[src/rtl/maxpool_2x2_stream_pkg.sv]
// Shared types and constants for the 2x2 max-pooling stream stage.
package maxpool_2x2_stream_pkg;

    typedef logic signed [7:0] pixel_t;

    // Smallest int8 value; the identity element of a signed max.
    localparam pixel_t PIX_MIN           = pixel_t'(-128);
    localparam int     MAX_WIDTH_DEFAULT = 416;

    typedef enum logic [1:0] {
        IDLE,
        EVEN_ROW,
        ODD_ROW
    } pool_state_t;

    // Signed maximum of two pixels.
    function automatic pixel_t pix_max(input pixel_t a, input pixel_t b);
        return (a > b) ? a : b;
    endfunction

endpackage

[src/rtl/maxpool_2x2_stream_line_buffer.sv]
// pool_line_buffer: simple dual-port RAM holding the pairwise maxima of
// an even row. One write port, one registered read port, both on clk.
module pool_line_buffer #(
    parameter int DEPTH  = 208,
    parameter int ADDR_W = 8
) (
    input  logic              clk,
    input  logic              we,
    input  logic [ADDR_W-1:0] waddr,
    input  logic [7:0]        wdata,
    input  logic              re,
    input  logic [ADDR_W-1:0] raddr,
    output logic [7:0]        rdata
);

    logic [7:0] mem [DEPTH];

    // Write port plus registered read; rdata holds its value until the next read.
    // NOTE: no reset on the array or its read register -- a reset would stop the
    // tools from mapping this onto RAM, and stale contents are never consumed
    // before being rewritten. Non-blocking assignments keep every register
    // updating from pre-edge values, so simulation matches the synthesized flops.
    always_ff @(posedge clk) begin
        if (we) begin
            mem[waddr] <= wdata;
        end
        if (re) begin
            rdata <= mem[raddr];
        end
    end

endmodule

[src/rtl/maxpool_2x2_stream.sv]
// maxpool_2x2_stream: 2x2 / stride-2 signed int8 max pooling over a raster
// stream, one channel plane at a time. Pairwise maxima of each even row are
// parked in a half-width line buffer and combined with the following odd row.
// Optional feature: define MAXPOOL_BYPASS_EN to add a 'bypass' input, latched
// at start, that passes every accepted pixel straight through.
module maxpool_2x2_stream
    import maxpool_2x2_stream_pkg::*;
#(
    parameter int MAX_WIDTH = MAX_WIDTH_DEFAULT,
    parameter int DIM_W     = 9
) (
    input  logic             clk,
    input  logic             rst,
    input  logic             start,
    input  logic [DIM_W-1:0] img_width,
    input  logic [DIM_W-1:0] img_height,
`ifdef MAXPOOL_BYPASS_EN
    input  logic             bypass,
`endif
    input  logic [7:0]       data_in,
    input  logic             valid_in,
    output logic [7:0]       data_out,
    output logic             valid_out,
    output logic             busy,
    output logic             frame_done
);

    localparam int LB_DEPTH  = MAX_WIDTH / 2;
    localparam int LB_ADDR_W = (LB_DEPTH > 1) ? $clog2(LB_DEPTH) : 1;

    pool_state_t          state_q, state_d;
    logic [DIM_W-1:0]     col_q, row_q, width_q, height_q;
    pixel_t               held_q;
    logic                 bypass_q;

    logic                 accept, last_col, last_row, odd_col;
    logic                 lb_we, lb_re, pool_fire, pass_fire;
    logic [LB_ADDR_W-1:0] lb_addr;
    pixel_t               pair_max, pool_max, lb_rdata;
    logic [7:0]           lb_rdata_raw;

    // A start always wins over a same-cycle pixel; IDLE ignores pixels.
    assign accept   = valid_in && !start && (state_q != IDLE);
    assign last_col = (col_q == width_q - DIM_W'(1));
    assign last_row = (row_q == height_q - DIM_W'(1));
    assign odd_col  = col_q[0];
    assign busy     = (state_q != IDLE);

    assign lb_addr  = LB_ADDR_W'(col_q >> 1);
    assign lb_rdata = pixel_t'(lb_rdata_raw);
    assign pair_max = pix_max(held_q, pixel_t'(data_in));
    assign pool_max = pix_max(pair_max, lb_rdata);

`ifdef MAXPOOL_BYPASS_EN
    // Bypass mode is fixed for the whole plane.
    always_ff @(posedge clk) begin
        if (rst) begin
            bypass_q <= 1'b0;
        end else if (start) begin
            bypass_q <= bypass;
        end
    end
`else
    assign bypass_q = 1'b0;
`endif

    // State register.
    always_ff @(posedge clk) begin
        if (rst) begin
            state_q <= IDLE;
        end else begin
            state_q <= state_d;
        end
    end

    // Next state: start (re)arms a plane; row ends toggle parity; last pixel ends it.
    always_comb begin
        state_d = state_q;
        if (start) begin
            state_d = EVEN_ROW;
        end else if (accept && last_col) begin
            if (last_row) begin
                state_d = IDLE;
            end else if (state_q == EVEN_ROW) begin
                state_d = ODD_ROW;
            end else begin
                state_d = EVEN_ROW;
            end
        end
    end

    // Datapath strobes decoded from state, column parity and the accept.
    // NOTE: every signal gets a default before the branches, so no path leaves
    // one unassigned and no latch is inferred.
    always_comb begin
        lb_we     = 1'b0;
        lb_re     = 1'b0;
        pool_fire = 1'b0;
        pass_fire = 1'b0;
        if (accept) begin
            if (bypass_q) begin
                pass_fire = 1'b1;
            end else if (state_q == EVEN_ROW) begin
                lb_we = odd_col;
            end else if (state_q == ODD_ROW) begin
                lb_re     = !odd_col;
                pool_fire = odd_col;
            end
        end
    end

    // Geometry latch and raster position counters.
    always_ff @(posedge clk) begin
        if (rst) begin
            col_q    <= '0;
            row_q    <= '0;
            width_q  <= '0;
            height_q <= '0;
        end else if (start) begin
            col_q    <= '0;
            row_q    <= '0;
            width_q  <= img_width;
            height_q <= img_height;
        end else if (accept) begin
            if (last_col) begin
                col_q <= '0;
                row_q <= last_row ? '0 : row_q + DIM_W'(1);
            end else begin
                col_q <= col_q + DIM_W'(1);
            end
        end
    end

    // Even-column pixel is held until its odd-column partner arrives.
    always_ff @(posedge clk) begin
        if (rst) begin
            held_q <= PIX_MIN;
        end else if (accept && !odd_col) begin
            held_q <= pixel_t'(data_in);
        end
    end

    // Registered outputs: pooled result or bypassed pixel, and the plane-end pulse.
    always_ff @(posedge clk) begin
        if (rst) begin
            data_out   <= '0;
            valid_out  <= 1'b0;
            frame_done <= 1'b0;
        end else begin
            valid_out  <= pool_fire || pass_fire;
            frame_done <= accept && last_col && last_row;
            if (pool_fire) begin
                data_out <= pool_max;
            end else if (pass_fire) begin
                data_out <= data_in;
            end
        end
    end

    pool_line_buffer #(
        .DEPTH  (LB_DEPTH),
        .ADDR_W (LB_ADDR_W)
    ) u_line_buffer (
        .clk   (clk),
        .we    (lb_we),
        .waddr (lb_addr),
        .wdata (pair_max),
        .re    (lb_re),
        .raddr (lb_addr),
        .rdata (lb_rdata_raw)
    );

endmodule
[config.mk]
export PLATFORM = sky130hd
export DESIGN_NAME = maxpool_2x2_stream
export DESIGN_NICKNAME = d
export VERILOG_FILES = /design/src/rtl/maxpool_2x2_stream_pkg.sv /design/src/rtl/maxpool_2x2_stream_line_buffer.sv /design/src/rtl/maxpool_2x2_stream.sv
export SDC_FILE = /design/constraint.sdc
export NUM_CORES = 2
export LEC_CHECK = 0
export BUFFER_PORTS_ARGS = -buffer_cell sky130_fd_sc_hd__buf_2
export CORE_MARGIN = 1.5
export CORE_UTILIZATION = 63
export DETAILED_ROUTE_END_ITERATION = 8
export MAX_ROUTING_LAYER = met4
export PLACE_DENSITY = 0.77
export SYNTH_ARGS = -nofsm -noshare
export SYNTH_HDL_FRONTEND = slang
export SYNTH_HIERARCHICAL = 1
export SYNTH_SLANG_ARGS = --single-unit
export TNS_END_PERCENT = 100
[constraint.sdc]
create_clock -name clk -period 7.1 [get_ports clk]
set_input_delay 1.42 -clock clk [delete_from_list [all_inputs] [get_ports clk]]
set_output_delay 1.42 -clock clk [all_outputs]
set_load 0.01 [all_outputs]
==> results.md <==
- Top-area cell type share of the netlist area: 0.735
- Hold_buf cts: 0
- CP Class: input port to flip-flop
- Final min period: roughly 5100 ps
- Hold Vio Cnt, Final: 0
- Global Route met1 Usage: 0.424
- DRC viols: 0
- Met3 track demand over resource: 0.0615
- Tot GR Track Use: 0.313
- WL final: 165000 microns
- Clock Latency Late Sink: 790 ps
- Area leader, netlist: edfxtp_1
- Busiest grt layer: met2
- CP Capture Type: flip-flop
- Syn nets: 3485
- Slew Limit Fails: 11
- Mapped cell area: 0.0683 sq mm
- Clock Path Buffers: 3
- Relative slew margins: -0.0317
- CP required: ~7500 ps
- Via count of the first global-routing pass: ~35000
- Yosys warning total: 6
- Via-to-Cell Ratio: about 7
- Routed len/inst: 32.8 microns
- Register area: around 0.05 sq mm
- Setup tns final: 0 ps
- IO Pins: 41
- Area of the multi-input gates: 0.0159 sq mm
- Yosys reg bits: about 1700
- Core Area: 0.107 sq mm
- Initial antenna violation count: 2
- Mapped Avg Cell Area: approximately 20 sq um
- Cells after Synth: 3435
- Ys flop type: edfxtp_1
- Status: finished, violations left
- Synthesis-to-finish area growth: 9.71%
- Fin nets: 3545
- Cell with the most instances after synthesis: edfxtp_1
- Fraction of layout cells with a size suffix above 1: 0.206
- Fmax: 197 MHz
- Antenna Nets Post-Route: 0
- Failing checks: capacitance limit, slew limit
- Initial Util: 0.637
- TritonRoute pass-1 iters: 7
- Pwr per Cell Area: 272 mW/mm^2
- Die Area: around 0.11 sq mm
- Met2 usage: 0.475
- Final setup viols: 0
- FP Rows: between 100 and 150
- Maximum capacitance violations: 2
- Largest net degree at the start of global routing: ~140
- Dpl hpwl: roughly 98000 microns
- RSZ-0062 raised after global routing: no
- Final Wtd Congestion: 0.941
- Register area share after synthesis: 0.752
- First-pass GRT wire length: 242000 microns
- CTS Root Cell: clkbuf_16
- Ys async rst share: 0
- Critical path peak fanout: 22
- Synth top area cells: edfxtp_1, mux4_2, mux2i_1, dfxtp_1, nor2_1
- Min-Delay Path Class: flip-flop to flip-flop
- Synth cell types: 76
- Post-CTS setup buffers: 0
- Number of synthesized flops with an enable pin: 1672
- Crit path DAT: approximately 5500 ps
- Via count: 35685
- PortBufs: 40
- H-Tree Depth: 4
- Actual slew at the worst max-slew pin: 1540 ps
- CTS Buf Count: around 170
- Global route total overflow: 0
- Die width: 332 microns
- Resized Gates After CTS: 0
- Most instantiated cells after synthesis: edfxtp_1, mux4_2, nor2_1
- Worst clock skew: 32.7 ps
- Fin crit share: 0.715
- Post-place instance area: 0.0697 sq mm
- Iter 0 DRT Violations: 5086
- Clock transition at the registers of the reported paths: roughly 60 ps
- VDD IR max: 315 uV
- CTS sink count: 1728
- Fillcell total: 6251
- R2r setup slk: about 2200 ps
- Worst Setup Start Kind: input port
- Leakage Power: 0.0230 uW
- CTS tree: yes
- Design area: ~0.075 sq mm
- Die height: 332 microns
cell type report:
cell class,instances,area share
Multi-Input combinational cell,1486,0.212
Sequential cell,1728,0.686
Inverter,28,0.00147
Clock buffer,209,0.0585
Clock inverter,88,0.0102
Tap cell,1403,0.0234
Antenna cell,2,0.0000668
Timing Repair Buffer,86,0.00829
metrics by stage:
| step | hold WS (ps) | cells | utilization | setup WS [ps] | total power (uW) |
|---|---|---|---|---|---|
| 6_report | 479 | 5030 | 0.699 | 2030 | 20400 |
| 5_1_grt | 503 | 5029 | 0.699 | 1720 | 20900 |
| 4_1_cts | 485 | 5028 | 0.699 | 2140 | 20500 |
| 3_5_place_dp | 477 | 4731 | 0.651 | 1360 | 12200 |
| 3_3_place_gp | 476 | 4731 | 0.651 | 1450 | 12200 |
| 2_1_floorplan | 449 | 3435 | - | 1260 | 11900 |
report_power, final:
group          switching (uW)  internal, uW
sequential               11.3         11400
clock                    3670          4760
combinational             462          74.7
worst paths after layout:
path	endpoint	cells after the start	from
max	u_line_buffer/mem[176][1]	8	start
min	held_q[0]	2	held_q[0]
min reg2reg	held_q[0]	2	held_q[0]
max reg2reg	u_line_buffer/mem[177][7]	4	col_q[1]
cell families (layout without fill, tap and decap cells):
family	Yosys count	in the layout	share of synthesized area
buf+inv	221	411	0.0168
xor+xnor	25	25	0.00363
compound gates	322	322	0.0335
mux	532	532	0.151
flops	1728	1728	0.752
simple gates	587	587	0.0395
fa+ha+maj	20	20	0.00367
other cells	0	2	0
registers in the layout, indices dropped and copies added, names as in the netlist:
name,count
height_q,9
u_line_buffer/mem,1664
col_q,9
state_q,2
frame_done,1
width_q,9
row_q,9
held_q,8
valid_out,1
u_line_buffer/rdata,8
data_out,8
placed cells by master, fill, tap and decap left out, types with 20 or more instances in the layout:
cell,count
a21oi_1,55
nand2_1,113
edfxtp_1,1672
clkinv_1,32
nor3_1,25
nor2_1,273
mux2i_1,125
a22o_1,21
buf_4,40
o22ai_1,30
clkinv_2,30
inv_1,27
nand4_1,29
clkbuf_1,39
ha_1,20
mux4_2,398
dfxtp_1,50
a22oi_1,46
clkbuf_16,168
nand3_1,52
buf_2,40
o21ai_0,39
per-layer routing:
metal  vias to the layer above  wire [microns]
met5                         -               0
met1                     18543           60200
met2                      2425           79800
li1                      14296               -
met3                       421           17600
met4                         0            7350
worst max-delay path, cell delays in order:
cell,delay (ps)
buf_2,290
nor2b_1,340
and2_1,600
nand2_1,130
nor2_1,110
buf_4,260
nand3_1,1050
nor2_1,1210
Note: power is estimated with default switching activity, not from simulation.
